==> config.mk <==
export PLATFORM = sky130hd
export DESIGN_NAME = mmu_req_arbiter
export DESIGN_NICKNAME = d
export VERILOG_FILES = /design/src/rtl/mmu_req_arbiter.sv
export SDC_FILE = /design/constraint.sdc
export NUM_CORES = 1
export LEC_CHECK = 0
export ABC_CLOCK_PERIOD_IN_PS = 2200
export BUFFER_PORTS_ARGS = -buffer_cell sky130_fd_sc_hd__buf_2
export CAP_MARGIN = 0
export CORE_MARGIN = 3
export CORE_UTILIZATION = 39
export DETAILED_ROUTE_END_ITERATION = 10
export PLACE_DENSITY = 0.8
export SKIP_LAST_GASP = 1
export SLEW_MARGIN = 30
export SYNTH_ARGS = -nofsm -noshare
export SYNTH_HDL_FRONTEND = slang
export SYNTH_SLANG_ARGS = --single-unit
==> constraint.sdc <==
create_clock -name clk -period 2.2 [get_ports clk]
set_input_delay 0 -clock clk [delete_from_list [all_inputs] [get_ports clk]]
set_output_delay 0 -clock clk [all_outputs]
set_load 0.02 [all_outputs]
==> src/rtl/mmu_req_arbiter.sv <==
// Shares one translation path (direct/DMW decode + TLB search port)
// between the fetch and data requesters, with a valid/ready response.
module mmu_req_arbiter #(
  parameter int PALEN = 32
) (
  input  logic             clk,
  input  logic             reset,
  input  logic [31:0]      csr_crmd,
  input  logic [31:0]      csr_dmw0,
  input  logic [31:0]      csr_dmw1,
  input  logic [9:0]       csr_asid,
  input  logic             flush,
  input  logic             inst_req,
  input  logic [PALEN-1:0] inst_vaddr,
  output logic             inst_addr_ok,
  output logic             inst_rsp_valid,
  input  logic             inst_rsp_ready,
  input  logic             data_req,
  input  logic             data_wr,
  input  logic [PALEN-1:0] data_vaddr,
  output logic             data_addr_ok,
  output logic             data_rsp_valid,
  input  logic             data_rsp_ready,
  output logic [PALEN-1:0] rsp_paddr,
  output logic [1:0]       rsp_mat,
  output logic [2:0]       rsp_fault,
  output logic [18:0]      s_vppn,
  output logic             s_va_bit12,
  output logic [9:0]       s_asid,
  input  logic             s_found,
  input  logic [19:0]      s_ppn,
  input  logic [5:0]       s_ps,
  input  logic [1:0]       s_plv,
  input  logic [1:0]       s_mat,
  input  logic             s_d,
  input  logic             s_v
);

  typedef enum logic [1:0] {
    IDLE,
    LOOKUP,
    RESP
  } state_t;

  state_t state_q, state_d;

  // last_q / owner_q: 0 = fetch, 1 = data
  logic        last_q;
  logic        owner_q;
  logic        wr_q;
  logic [31:0] va_q;
  logic [31:0] pa_q;
  logic [1:0]  mat_q;
  logic [2:0]  flt_q;

  logic        can_grant;
  logic        grant_i;
  logic        grant_d;
  logic [31:0] sel_va;
  logic        sel_wr;
  logic [1:0]  plv;
  logic        mapped;
  logic        dmw0_hit;
  logic        dmw1_hit;
  logic        cls_hit;
  logic [31:0] cls_pa;
  logic [1:0]  cls_mat;
  logic        in_lookup;
  logic [31:0] tlb_pa;
  logic [2:0]  tlb_flt;
  logic        rsp_fire;
  logic        ld_acc;
  logic        ld_cls;
  logic        ld_tlb;

  assign plv    = csr_crmd[1:0];
  assign mapped = csr_crmd[4] & ~csr_crmd[3];

  // Round-robin grant; on a tie the side that did not win last goes.
  always_comb begin
    can_grant = (state_q == IDLE) & ~flush & ~reset;
    grant_i   = can_grant & inst_req & (~data_req | last_q);
    grant_d   = can_grant & data_req & (~inst_req | ~last_q);
    sel_va    = grant_d ? data_vaddr : inst_vaddr;
    sel_wr    = grant_d & data_wr;
  end

  assign inst_addr_ok = grant_i;
  assign data_addr_ok = grant_d;

  // Direct / DMW classification of the address being accepted.
  always_comb begin
    dmw0_hit = ((plv == 2'd0 & csr_dmw0[0]) |
                (plv == 2'd3 & csr_dmw0[3])) &
               (sel_va[31:29] == csr_dmw0[31:29]);
    dmw1_hit = ((plv == 2'd0 & csr_dmw1[0]) |
                (plv == 2'd3 & csr_dmw1[3])) &
               (sel_va[31:29] == csr_dmw1[31:29]);
    cls_hit  = ~mapped | dmw0_hit | dmw1_hit;
    cls_pa   = sel_va;
    cls_mat  = 2'd0;
    if (~mapped) begin
      cls_pa  = sel_va;
      cls_mat = 2'd0;
    end else if (dmw0_hit) begin
      cls_pa  = {csr_dmw0[27:25], sel_va[28:0]};
      cls_mat = csr_dmw0[5:4];
    end else if (dmw1_hit) begin
      cls_pa  = {csr_dmw1[27:25], sel_va[28:0]};
      cls_mat = csr_dmw1[5:4];
    end
  end

  assign in_lookup  = (state_q == LOOKUP);
  assign s_vppn     = in_lookup ? va_q[31:13] : 19'd0;
  assign s_va_bit12 = in_lookup & va_q[12];
  assign s_asid     = in_lookup ? csr_asid : 10'd0;

  // TLB result: address and prioritised fault code.
  always_comb begin
    tlb_pa = (s_ps == 6'd12) ? {s_ppn, va_q[11:0]}
                             : {s_ppn[19:9], va_q[20:0]};
    if (~s_found)
      tlb_flt = 3'd1;
    else if (~s_v)
      tlb_flt = 3'd2;
    else if (plv > s_plv)
      tlb_flt = 3'd3;
    else if (wr_q & ~s_d)
      tlb_flt = 3'd4;
    else
      tlb_flt = 3'd0;
  end

  assign inst_rsp_valid = (state_q == RESP) & ~owner_q;
  assign data_rsp_valid = (state_q == RESP) & owner_q;
  assign rsp_fire = owner_q ? data_rsp_ready : inst_rsp_ready;
  assign rsp_paddr = pa_q;
  assign rsp_mat   = mat_q;
  assign rsp_fault = flt_q;

  // Next-state and load enables.
  always_comb begin
    state_d = state_q;
    ld_acc  = 1'b0;
    ld_cls  = 1'b0;
    ld_tlb  = 1'b0;
    unique case (state_q)
      IDLE: begin
        if (grant_i | grant_d) begin
          ld_acc  = 1'b1;
          ld_cls  = cls_hit;
          state_d = cls_hit ? RESP : LOOKUP;
        end
      end
      LOOKUP: begin
        ld_tlb  = 1'b1;
        state_d = RESP;
      end
      RESP: begin
        if (rsp_fire)
          state_d = IDLE;
      end
      default: state_d = IDLE;
    endcase
    if (flush) begin
      state_d = IDLE;
      ld_tlb  = 1'b0;
    end
  end

  // State, accepted request and response registers.
  always_ff @(posedge clk) begin
    if (reset) begin
      state_q <= IDLE;
      last_q  <= 1'b0;
      owner_q <= 1'b0;
      wr_q    <= 1'b0;
      va_q    <= 32'd0;
      pa_q    <= 32'd0;
      mat_q   <= 2'd0;
      flt_q   <= 3'd0;
    end else begin
      state_q <= state_d;
      if (ld_acc) begin
        va_q    <= sel_va;
        wr_q    <= sel_wr;
        owner_q <= grant_d;
        last_q  <= grant_d;
      end
      if (ld_cls) begin
        pa_q  <= cls_pa;
        mat_q <= cls_mat;
        flt_q <= 3'd0;
      end
      if (ld_tlb) begin
        pa_q  <= tlb_pa;
        mat_q <= s_mat;
        flt_q <= tlb_flt;
      end
    end
  end

  logic unused_bits;
  assign unused_bits = ^{csr_crmd[31:5], csr_crmd[2],
                         csr_dmw0[28], csr_dmw0[24:6], csr_dmw0[2:1],
                         csr_dmw1[28], csr_dmw1[24:6], csr_dmw1[2:1]};

endmodule

Word level (Yosys, flattened, before mapping)
Cells that the tools add are included.
Widths: inputs -> output; s select.

word-level totals
  logic and storage cells = 85
  output and inout port bits = 71
  bits in registers = 73
  bits of input ports = 211

cells by class
  bitwise gates (word level) = 33
  reductions and logical operators = 5
  magnitude comparators = 1
  mux-type cells = 31
  equality and inequality tests = 8

operator list
  cell                count
  $mux 32             6
  $mux 21             1
  $mux 19             1
  $and 1x1->1         18
  $mux 3              6
  $mux 2              8
  $mux 10             1
  $not 1->1           8
  $mux 1              7
  $or 1x1->1          7
  $eq 3x3->1          2
  $eq 6x4->1 const B  1
  $pmux 2 s3          1
  $eq 2x2->1 const B  2
  $logic_not 2->1     2
  $eq 2x1->1 const B  1
  $gt 2x2->1          1
  $ne 2x1->1 const B  1
  $ne 2x2->1 const B  1
  $reduce_and 2->1    1
  $reduce_bool 2->1   1
  $reduce_or 2->1     1

Longest topological paths before layout
  depth after elaboration = 14
  gate-level depth with buffers = 9
  mapped depth without buffers = 7

Worst setup path before layout
No wires, ideal clock.

  path kind = register to register
  from = register state_q[1]
  to = register pa_q[31], in the netlist rsp_paddr[31]
  buffers on the path = 1
  period minus slack after synthesis = 2353 ps
  stages on the path, launching flop included = 8
  arrival = 2267 ps
  path slack = -153 ps
  cells stage by stage = dfxtp_1 buf_6 or4_4 nor4_4 nor2_1 o32a_1 a311o_1 a221oi_2

on the way
  cells in the longest elaborated chain, start to end = 13
  elaborated cells on any way between the ends = 26
  those cells by class = 3 x eq/ne; 10 x mux; 11 x bitwise; 2 x reduce/logical

ends and longest elaborated chain
  element                                              line      source
  start: declaration                                   45        state_t state_q, state_d;
  start signal: assignment                             184       state_q <= state_d;
  $logic_not 2->1                                      81, 148
  $and 1x1->1 (2 in series)                            81        can_grant = (state_q == IDLE) & ~flush & ~reset;
  $and 1x1->1 (2 in series)                            83        grant_d = can_grant & data_req & (~inst_req | ~last_q);
  $mux 32                                              84        sel_va = grant_d ? data_vaddr : inst_vaddr;
  $eq 3x3->1, on equally long branches                 98, 95
  $and 1x1->1, on equally long branches                97, 94
  $mux 32 / $or 1x1->1 (equally long branches)         108, 99
  $mux 32 / $or 1x1->1 (equally long branches)         105, 99
  $mux 32 / $mux 1 (equally long branches)             102, 150
  $mux 32 / $mux 1 (equally long branches)             191, 148
  $mux 32 / $reduce_bool 2->1 (equally long branches)  --
  end signal: assignment                               192       pa_q <= cls_pa;
  end signal: assignment                               197       pa_q <= tlb_pa;
  end: declaration                                     52        logic [31:0] pa_q;

Parallel ways exist; a longest one is shown, timed or not. The select of a mux whose other input is x is not followed.
A chain may end at the register's enable or synchronous reset.

Worst setup path after layout
  from = register state_q[0]
  to = register pa_q[31], in the netlist rsp_paddr[31]

Same word-level chain as after synthesis.

==> reports/results.txt <==
worst slew pin tran: 0.802 ns
vias in the first global route: 5040
setup ws final: -0.0539 ns
H-Tree Depth: 3
NumNets Final: 980
fin crit share: 102%
Chip Height: 112 um
status: finished with violations
cell count after synthesis: 515
Clock Sinks: 73
Starting Density: 40.3%
Crit Path Max Fanout: 4
dpl cell area: 5800 um^2
Reg clk slew, reported paths: 0.06 ns
Post-Syn Area: 4420 um^2
routed via count: 5093
post-synth cell types: 65
final non-filler cell total: 911
Syn Area/Cell: 8.59 um^2
worst min path class: in2reg
leading area contributor after synthesis: dfxtp_1
Clock Latency Late Sink: 0.33 ns
row count: 38
IO buf count: 209
top post-synthesis cells by area: dfxtp_1, mux2i_1, a211oi_1
DIE WIDTH: 112 um
switching share of power: 27.8%
largest net degree at the start of global routing: 83
startpoint types: register
root buffer cell: clkbuf_16
Critical Path RT: 2.45 ns
HPWL Detailed: 11.0 mm
total CTS buffers: 9
Clk pwr share: 40.9%
crit end category: register
initial antenna violation count: 0
Synth top area share: 33.1%
pwr dens: 582 nW/um^2
First DRT Iteration DRCs: 499
post-route cell area: 6710 um^2
Syn-to-layout area delta: 51.8%
Mapped Nets: 728
Max VDD drop: 317 uV
standby leakage power: 0.00309 uW
P_sw: 1090 uW
Internal: 2820 uW
slowest stage cell, crit path: or4_4
YS warnings: 0
Post-synth ARST share: 0%
die area: 12700 um^2
Max-Cap Viols: 0
io pins: 282
register area share after synthesis: 33.1%
Final Setup Violations: 6
placed cells: 858
global placer's final weighted congestion: 0.890
fin util: 61.1%
crit path kind: reg2reg
number of synthesized flops with an enable pin: 0
first-pass GRT wire length: 25.1 mm
Peak Freq: 444 MHz
fraction of layout cells with a size suffix above 1: 41.5%
Max-slew headroom: 46.5%
total grt overflow: 0
CP max stage delay: 0.54 ns
Buf/Inv on CP: 1
diodes inserted: 0
critical-path cell list: or4_4 -> nor4_4 -> buf_4 -> nor2_2 -> o32a_1 -> a311o_1 -> a221oi_2
Worst EP arrival: 2.50 ns
Detail Route Antenna Nets: 0
sequential share of power: 37.0%
per-cell routed wire length: 17.8 um
fin crit period: 2.25 ns
flops & latches, synth: 73
Worst path top cell family by delay: compound AO/OA/AOI/OAI gates
CTS tree: built
Synth Flop Type: dfxtp_1
unrepaired setup endpoints after global routing: yes
number of remaining DRC errors: 0
gr usage total: 24.0%
core area: 11000 um^2
failing checks: setup timing
post-DR vias/cell: 5.59
Worst Skew: 0.00896 ns
Slew Limit Fails: 0
Pre-antenna DRT Iters: 5
combinational power share: 22.1%
CTS max path bufs: 2
final hold viol count: 0
total wire length: 16.2 mm
total power draw: 3910 uW
==> power groups by stage <==
| stage | registers [uW] | logic (uW) | clock network (uW) |
|---|---|---|---|
| 6_report | 1450 | 865 | 1600 |
| 5_1_grt | 1450 | 936 | 1670 |
| 4_1_cts | 1440 | 812 | 1620 |
| 3_5_place_dp | 1470 | 743 | 0 |
| 3_3_place_gp | 1470 | 727 | 0 |
| 2_1_floorplan | 1510 | 373 | 0 |
==> state kept, by name, summed over array words and instances, names as in the netlist <==
| register | count |
|---|---|
| state_q | 2 |
| wr_q | 1 |
| owner_q | 1 |
| rsp_paddr | 32 |
| rsp_mat | 2 |
| rsp_fault | 3 |
| va_q | 32 |
==> tightest hold or removal path: stages <==
cell and delay (ns):
buf_2 0.10, nor2_1 0.13, a311oi_1 0.06
==> cell type report <==
class / count / area (um^2)
sequential: 73 / 1460
clock buffer: 11 / 243
timing repair buffer: 284 / 1760
inverter: 6 / 22.5
clock inverter: 4 / 76.3
tap: 140 / 175
fill: 927 / 4270
multi-input combinational: 393 / 2970
==> cell families after synthesis <==
family | share of synthesized area (%)
AO/OA/AOI/OAI | 26.2
XOR/XNOR | 1.58
adder cells (fa/ha/maj) | 0.566
buffers and inverters | 5.23
flip-flops | 33.1
multiplexers | 7.70
AND/OR/NAND/NOR | 25.7
==> routing by layer <==
| layer | share of wire (%) | wire [um] | GRT usage, % | vias to the layer above |
|---|---|---|---|---|
| li1 | - | - | - | 2438 |
| met1 | 42 | 6830 | 30.0 | 2412 |
| met2 | 49 | 8010 | 41.0 | 219 |
| met3 | 6.9 | 1120 | 5.55 | 24 |
| met4 | 1.4 | 219 | 7.85 | 0 |
| met5 | 0 | 0 | 0 | - |
==> final timing paths <==
kind | depth (start not counted) | start | slack, ns | endpoint
setup reg to reg | 7 | state_q[0]$_SDFFE_PP0P_ | -0.05 | rsp_paddr[31]$_SDFFE_PP0P_
setup / recovery | 7 | state_q[0]$_SDFFE_PP0P_ | -0.05 | rsp_paddr[31]$_SDFFE_PP0P_
hold reg to reg | 2 | rsp_fault[0]$_SDFFE_PP0P_ | 0.49 | rsp_fault[0]$_SDFFE_PP0P_
hold / removal | 3 | data_vaddr[13] | 0.02 | va_q[13]$_SDFFE_PP0P_
==> cell usage in the layout (no fill, tap or decap), drive strengths merged, types with 3 or more instances in the layout <==
cell type    netlist  final
buf               14    257
dfxtp             73     73
nor2              54     54
mux2i             34     34
and2              32     32
nand2             27     29
a211oi            27     27
o21ai             27     27
dlygate4sd3        0     25
nand3b            23     23
nor3b             22     22
o311ai            21     21
a21oi             15     15
clkbuf            31     13
nand2b            12     12
o211ai            10     10
a311oi             9      9
o311a              9      9
xor2               8      8
nand3              5      5
inv                4      5
nor3               5      5
a22oi              5      5
nand4              4      4
nor4               3      3
a41oi              3      3
and3               3      3
a221oi             3      3
==> what timing repair did <==
action,in CTS,in global routing
endpoints found under the setup margin,37,41
setup buffers,4,5
endpoints found under the hold margin,24,0
resized for setup,15,28
gates cloned,2,3
hold buffers,25,0
pin swaps,13,3
==> cells in the mapped netlist (2+ instances only) <==
master	instances
nand2_1	26
buf_6	3
xor2_1	8
a41oi_1	3
o311a_1	9
a311oi_1	9
ha_1	2
or2_2	2
dfxtp_1	73
a21boi_0	2
o21a_1	2
nor4_4	2
and2_1	32
nor2_1	53
buf_1	9
clkbuf_1	31
nand3b_1	23
o211ai_1	10
o311ai_1	19
inv_1	4
clkinv_1	2
a221oi_2	2
nor3_1	5
a22oi_1	5
and3_1	2
o21ai_0	25
nand2b_1	12
a211oi_1	27
nor3b_1	22
nand3_1	5
nand4_1	4
a21oi_1	15
mux2i_1	34
nor2b_1	2
==> stage by stage <==
stage	worst slack [ns]	hold WS [ns]	TNS, ns
final	-0.0539	0.0226	-0.114
after global routing	-0.137	0.0255	-2.89
after CTS	-0.0243	0.0107	-0.0392
after detailed placement	-0.130	0.246	-1.51
after global placement	-0.0707	0.238	-0.120
after floorplan	0.00318	0.0760	0
Power figures use the tool's default switching activity.
